`src/rtl/psa_pkg.sv`:
```
// Shared types and constants for the packed sub-word accumulator.
package psa_pkg;

  localparam int NIBBLES = 4;
  localparam int NIB_W   = 4;

  typedef logic signed [NIB_W-1:0] nib_t;
  typedef nib_t [NIBBLES-1:0]      psa_word_t;

  localparam nib_t NIB_MAX = 4'sh7;
  localparam nib_t NIB_MIN = 4'sh8;

  typedef enum logic [1:0] {
    IDLE,
    ACCUM,
    HOLD
  } psa_acc_state_t;

endpackage

```
`src/rtl/psa_lane_add.sv`:
```
// One signed 4-bit lane adder with overflow detect and optional clamping.
module psa_lane_add
  import psa_pkg::*;
#(
  parameter int SATURATE = 1
) (
  input  nib_t a,
  input  nib_t b,
  output nib_t sum,
  output logic ovf
);

  nib_t w_wrap;

  // Modulo-16 sum; overflow is a sign flip when both operands share a sign.
  assign w_wrap = a + b;
  assign ovf    = (a[NIB_W-1] == b[NIB_W-1]) && (w_wrap[NIB_W-1] != a[NIB_W-1]);

  // Clamp toward the operands' sign only when saturation is enabled.
  always_comb begin
    sum = w_wrap;
    if ((SATURATE != 0) && ovf) begin
      sum = a[NIB_W-1] ? NIB_MIN : NIB_MAX;
    end
  end

endmodule

```
`src/rtl/psa_accum_unit.sv`:
```
// Streaming 4x4-bit signed sub-word accumulator with sticky lane overflow.
//
// state | meaning
// IDLE  | waiting for first beat, accumulator is zero
// ACCUM | stream in progress, folding beats into r_acc
// HOLD  | result presented, input stalled until consumer takes it
module psa_accum_unit
  import psa_pkg::*;
#(
  parameter int SATURATE  = 1,
  parameter int MAX_BEATS = 8,
  parameter int CNT_W     = $clog2(MAX_BEATS + 1)
) (
  input  logic             clk,
  input  logic             rst_n,
  input  logic             clear,
  input  logic             in_valid,
  output logic             in_ready,
  input  logic [15:0]      in_data,
  input  logic             in_last,
  output logic             out_valid,
  input  logic             out_ready,
  output logic [15:0]      out_sum,
  output logic [3:0]       out_err,
  output logic             out_trunc,
  output logic [CNT_W-1:0] out_count
);

  psa_acc_state_t     r_state;
  psa_acc_state_t     w_state_nxt;
  psa_word_t          r_acc;
  psa_word_t          w_in;
  psa_word_t          w_sum;
  logic [NIBBLES-1:0] r_err;
  logic [NIBBLES-1:0] w_ovf;
  logic [CNT_W-1:0]   r_cnt;
  logic [CNT_W-1:0]   w_cnt_inc;
  logic               r_trunc;
  logic               w_beat;
  logic               w_deliver;
  logic               w_at_max;

  assign w_in      = in_data;
  assign w_beat    = in_valid && in_ready && !clear;
  assign w_deliver = out_valid && out_ready;
  assign w_cnt_inc = r_cnt + CNT_W'(1);
  assign w_at_max  = (w_cnt_inc == CNT_W'(MAX_BEATS));

  for (genvar k = 0; k < NIBBLES; k++) begin : g_lane
    psa_lane_add #(
      .SATURATE(SATURATE)
    ) u_lane (
      .a  (r_acc[k]),
      .b  (w_in[k]),
      .sum(w_sum[k]),
      .ovf(w_ovf[k])
    );
  end

  // State register.
  always_ff @(posedge clk or negedge rst_n) begin
    if (!rst_n) r_state <= IDLE;
    else        r_state <= w_state_nxt;
  end

  // Next-state and handshake outputs; clear overrides every transition.
  always_comb begin
    w_state_nxt = r_state;
    in_ready    = 1'b0;
    out_valid   = 1'b0;
    case (r_state)
      IDLE, ACCUM: begin
        in_ready = 1'b1;
        if (w_beat) w_state_nxt = (in_last || w_at_max) ? HOLD : ACCUM;
      end
      HOLD: begin
        out_valid = 1'b1;
        if (out_ready) w_state_nxt = IDLE;
      end
      default: w_state_nxt = IDLE;
    endcase
    if (clear) w_state_nxt = IDLE;
  end

  // Accumulator, sticky flags, beat counter and truncation marker.
  always_ff @(posedge clk or negedge rst_n) begin
    if (!rst_n) begin
      r_acc   <= '0;
      r_err   <= '0;
      r_cnt   <= '0;
      r_trunc <= 1'b0;
    end else if (clear || (w_deliver && !w_beat)) begin
      r_acc   <= '0;
      r_err   <= '0;
      r_cnt   <= '0;
      r_trunc <= 1'b0;
    end else if (w_beat) begin
      r_acc   <= w_sum;
      r_err   <= r_err | w_ovf;
      r_cnt   <= w_cnt_inc;
      r_trunc <= !in_last && w_at_max;
    end
  end

  // Result fields are only visible while a result is pending.
  assign out_sum   = out_valid ? r_acc   : '0;
  assign out_err   = out_valid ? r_err   : '0;
  assign out_count = out_valid ? r_cnt   : '0;
  assign out_trunc = out_valid ? r_trunc : 1'b0;

endmodule

```
`config.mk`:
```
export PLATFORM = sky130hd
export DESIGN_NAME = psa_accum_unit
export DESIGN_NICKNAME = d
export VERILOG_FILES = /design/src/rtl/psa_pkg.sv /design/src/rtl/psa_lane_add.sv /design/src/rtl/psa_accum_unit.sv
export SDC_FILE = /design/constraint.sdc
export NUM_CORES = 1
export LEC_CHECK = 0
export BUFFER_PORTS_ARGS = -buffer_cell sky130_fd_sc_hd__buf_2
export CORE_UTILIZATION = 55
export CTS_BUF_LIST = sky130_fd_sc_hd__clkbuf_4 sky130_fd_sc_hd__clkbuf_8
export CTS_CLUSTER_DIAMETER = 150
export DETAILED_ROUTE_END_ITERATION = 12
export PLACE_DENSITY_LB_ADDON = 0.2
export SYNTH_ARGS = -nofsm -noshare
export SYNTH_HDL_FRONTEND = slang
export SYNTH_SLANG_ARGS = --single-unit
```
`constraint.sdc`:
```
create_clock -name clk -period 2.25 [get_ports clk]
set_input_delay 0.225 -clock clk [delete_from_list [all_inputs] [get_ports clk]]
set_output_delay 0.225 -clock clk [all_outputs]
set_load 0.05 [all_outputs]
```
# Yosys cells after proc, flatten, opt, wreduce, memory -nomap -nowiden
# Index checks and enable logic that the tools add are counted.
# word_totals
word_cells	72
out_inout_bits	27
ff_bits	27
# classes
reduce_logical	18
eq_ne	13
n_addsub	5
mux	27
n_bitwise	1
# op_table
cell	n
2-to-1 mux 4 bit	14
2-to-1 mux 16 bit	3
adder 4 bit	4
logical AND 1 bit	9
2-to-1 mux 2 bit	4
inequality test 3 bit (second input constant)	2
2-to-1 mux 1 bit	5
adder 4 x 1 -> 4 bit (second input constant)	1
== test 1 bit	4
== test 4 bit (second input constant)	1
inequality test 1 bit	4
OR 4 bit	1
case mux 2 bit (2 select lines)	1
zero test 1 bit	3
== test 2 x 1 -> 1 bit (second input constant)	1
== test 2 bit (second input constant)	1
zero test 2 bit	1
logical OR 1 bit	2
AND reduction 2 bit	1
nonzero test 2 bit	1
OR reduction 2 bit	1

# Logic depth before layout (Yosys ltp)
# depth
depth_word	9
mapped_depth	6

# Cells and area by module
# Synthesis repeated with hierarchy kept, for this count alone.
# hier_totals
cells_unflattened	217
area_unflattened_um2	2129.5
# modules_own_cells
mod	area_each_um2	cells_each	instances	seq_area_each_um2
psa_accum_unit	1308.8	109	1	675.6
psa_lane_add	205.2	27	4	0.0

# Worst setup path after synthesis
# Ideal clock, no wire load.
# synth_path
kind	register to output
start	reg r_state[0]
end	out out_count[0]
arrival_ns	1.825
slack_ns	0.200
required_ns	2.025
stages_incl_launch_ff	4
cell_sequence	dfrtp_1 -> nor2b_1 -> clkbuf_1 -> and2_1
# synth_via
elab_chain_len	3
# synth_lines
item	line_no	rtl
start: declaration	psa_accum_unit.sv:29	psa_acc_state_t r_state;
start signal: assignment	psa_accum_unit.sv:63	else r_state <= w_state_nxt;
== test 2 bit	psa_accum_unit.sv:71	case (r_state)
2-to-1 mux 1 bit	psa_accum_unit.sv:71	
net out_valid	psa_accum_unit.sv:21	output logic out_valid,
2-to-1 mux 4 bit	psa_accum_unit.sv:108	assign out_count = out_valid ? r_cnt : '0;
end: declaration	psa_accum_unit.sv:26	output logic [CNT_W-1:0] out_count
# The timed path passes the listed nets, and every way through them passes these cells.

# Worst setup path after layout
# layout_path
start	reg r_state[1]
end	reg r_acc[8] (netlist name)
# layout_via
elab_chain_len	9
word_cells_on_any_way	14
cone_classes	eq/ne (2); mux (3); reduce/logical (9)
# layout_lines
item	line_no	rtl
== test 2 x 1 -> 1 bit or zero test 2 bit (tied branches)	psa_accum_unit.sv:71	
OR reduction 2 bit	psa_accum_unit.sv:71	
2-to-1 mux 1 bit	psa_accum_unit.sv:71	
logical AND 1 bit (2 in series)	psa_accum_unit.sv:44	assign w_beat = in_valid && in_ready && !clear;
zero test 1 bit	psa_accum_unit.sv:92	end else if (clear || (w_deliver && !w_beat)) begin
logical AND 1 bit	psa_accum_unit.sv:92	
logical OR 1 bit	psa_accum_unit.sv:92	
2-to-1 mux 16 bit or nonzero test 2 bit (tied branches)	n/a	
end signal: assignment	psa_accum_unit.sv:98	r_acc <= w_sum;
end: declaration	psa_accum_unit.sv:31	psa_word_t r_acc;
# Parallel ways exist; a longest one is shown, timed or not.
# A chain may end at the register's enable or synchronous reset.

==> impl_metrics.yaml <==
yosys:
  yosys_warnings: 0
  synthXorXnorAreaFrac_pct: 2.71
  synth_compound_area_share_pct: 23.2
  synth-seq-area-share_pct: 34.9
  yosys-top-cells-area: "dfrtp_1 (35%), ha_1 (8.4%), and2_1 (6.8%), a21oi_1 (4.1%), fa_1 (4.1%)"
  yosys-mux-area-fraction_pct: 0
  avgSynthCellArea_um2: 8.84
  synthSimpleGateAreaFrac_pct: 20.3
  synthFlopType: "dfrtp_1"
  async_flop_share_pct: 100
  synth_edf_count: 0
  yosysMostFrequentCell: "dfrtp_1"
  synth_fa_ha_area_share_pct: 12.5
  synth.top_cell.area_share_pct: 34.9
  synth_top_family_by_area: "compound AO/OA/AOI/OAI gates"
  synthTopCellsByCount: "dfrtp_1 (27), and2_1 (21), a21oi_1 (16), inv_1 (16), o21ai_0 (15)"
  synth_fp_nets: 258
  synthCells: 219
  synth_area_um2: 1940
  synth-seq-cells: 27
  ys_types: 39
  yosysTopAreaCell: "dfrtp_1"
cells_and_area:
  design_area_um2: 2260
  diodes: 0
  fin_nets: 306
  syn2layout_area_growth_pct: 16.9
  layout.area.seq_um2: 676
  drive_gt1_share_pct: 24.8
  nFillCells: 321
  multi_input_area_um2: 1140
placed_design:
  routabilityCongestion: 0.790
  place_area_um2: 2220
  hpwl_um: 3070
  io_buffers: 48
  place_ws_ns: 0.368
global_route:
  grt_max_degree: 28
  track_usage_pct: 23.3
  grt_pass1_vias: 1439
  grt_pass1_wl_um: 6450
  overflow: 0
  antenna_found_initial: 0
timing:
  worst_slack_ns: 0.355
  slew_headroom_pct: 60.4
  setup_tns_ns: 0
  tightest_slew_ns: 0.595
  finalSetupViolCount: 0
  hold_viol_final: 0
  finalCriticalPeriod_ns: 1.90
  clock-skew-final_ns: 0.00541
  final_max_slew_viol_count: 0
  fin_crit_sh_pct: 84.2
  whs_ns: 0.189
  max_clock_freq_mhz: 528
  rsz0062_at_grt: "no"
critical_path:
  crit_slowest_cell: "or3b_1"
  critical_path.max_fanout: 10
  r2r-end: "r_acc[8]"
  ff2ff_setup_slack_ns: 0.35
  arrival_ns: 2.17
  worst-r2r-cell-count: 4
  worstPathRequired_ns: 2.53
  r2r-start: "r_state[1]"
  crit_type: "flip-flop to flip-flop"
  end_kind: "flip-flop"
  critPathBufInv: 1
  path_cells: "or3b_1 > buf_4 > o41ai_1 > a22o_1"
  startpoint: "r_state[1]"
  cpLargestDelayFamily: "compound AO/OA/AOI/OAI gates"
  start_kind: "flip-flop"
  cpPeakStageDelay_ns: 0.57
worst_hold_path:
  hold_path_end: "r_acc[11]"
  hold_start: "in_data[11]"
  min_path_type: "primary input to flip-flop"
  whs_path_depth: 3
die:
  initial_core_util_pct: 57.6
  io_pins: 49
  dieArea_um2: 3760
  die_y_um: 61.3
  row_count: 21
  die_x_um: 61.3
  core_area_um2: 3360
drt:
  first_iter_violations: 49
  wl_um: 4050
  viasPerCell: 5.58
  drc: 0
  post_drt_wl_per_cell_um: 13.0
  ant_nets: 0
  num_vias: 1740
  drtPass1Iterations: 4
clock_network:
  clock_sinks: 27
  clk_pin_slew_ns: 0.14
  clockBufferDepth: 2
  cts_setup_buffers: 0
  cts_max_level: 1
  cts_tree: "done"
  cts_hold_buf: 1
  clock_latency_ns: 0.32
  root_buffer: "clkbuf_4"
  cts_resized: 0
  cts_made_buffers: 3
run_status:
  status: "complete, no violations"
run:
  cap_violations: 0
power_and_ir_drop:
  cellPowerDensity_nw_per_um2: 553
  leakage_nw: 1.13
  vdd_drop_max_mv: 0.487
[worst register-to-register path, stage by stage (launching register included)]
cell and delay (ns):
dfrtp_1 0.44, or3b_1 0.57, buf_4 0.25, o41ai_1 0.40, a22o_1 0.18
[flip-flops by register name (all words and copies together), names as in the netlist]
signal and flops:
r_err 4, r_cnt 4, r_acc 16, r_state 2, r_trunc 1
[report_power, final]
group	total [mW]	switching, mW	internal (mW)
clock network	0.221	0.140	0.0815
logic	0.434	0.259	0.175
registers	0.597	0.0592	0.538
total	1.25	0.458	0.794
[cells by family after synthesis]
logic type	Yosys count
and+or+nand+nor	72
AOI/OAI and AO/OA	68
buffers and inverters	29
DFF	27
adders and majority gates	17
xor gates and xnor gates	6
[cell usage in the layout, fill, tap and decap left out, types with 3 or more instances in the layout]
cell and n:
buf_2 48, dfrtp_1 27, and2_1 21, inv_1 16, a21oi_1 16, o21ai_0 15, nor2_1 13, nand2_1 13
ha_1 13, nor3_1 7, buf_4 7, a211oi_1 6, xor2_1 6, a21o_1 4, a31oi_1 4, o41ai_1 4
a22o_1 4, nand4_1 4, fa_1 4, clkbuf_4 4, nor2b_1 3, a221o_1 3, o22ai_1 3
[metrics by stage]
| step | total power, mW | util (%) | instances |
|---|---|---|---|
| 3_3_place_gp | 1.03 | 66.1 | 307 |
| 6_report | 1.25 | 67.3 | 312 |
| 4_1_cts | 1.26 | 67.3 | 312 |
| 2_1_floorplan | 0.917 | - | 219 |
| 3_5_place_dp | 1.04 | 66.1 | 307 |
| 5_1_grt | 1.35 | 67.3 | 312 |
[area by class of cell]
class	count	area share [%]
well taps	46	2.54
clock buffers	4	1.33
inverters	16	2.65
multi-input cells	163	50.2
repair buffers	56	13.4
flip-flops and latches	27	29.9
[per-layer routing]
metal | vias up | global-route usage [%] | share of wire [%]
li1 | 873 | - | -
met2 | 42 | 38.7 | 47
met1 | 823 | 32.1 | 48
met4 | 0 | 4.44 | 0.42
met3 | 2 | 4.41 | 4.1
met5 | - | 0 | 0
[worst max-delay path by stage]
stage               slack, ns  cells past startpoint           end
finish                   0.35                      4      r_acc[8]
detailed placement       0.37                      5     r_acc[10]
global placement         0.43                      5     r_acc[10]
floorplan                0.20                      3  out_count[0]
global route             0.22                      5     r_acc[10]
CTS                      0.37                      5     r_acc[10]
Note: power is estimated with default switching activity, not from simulation.
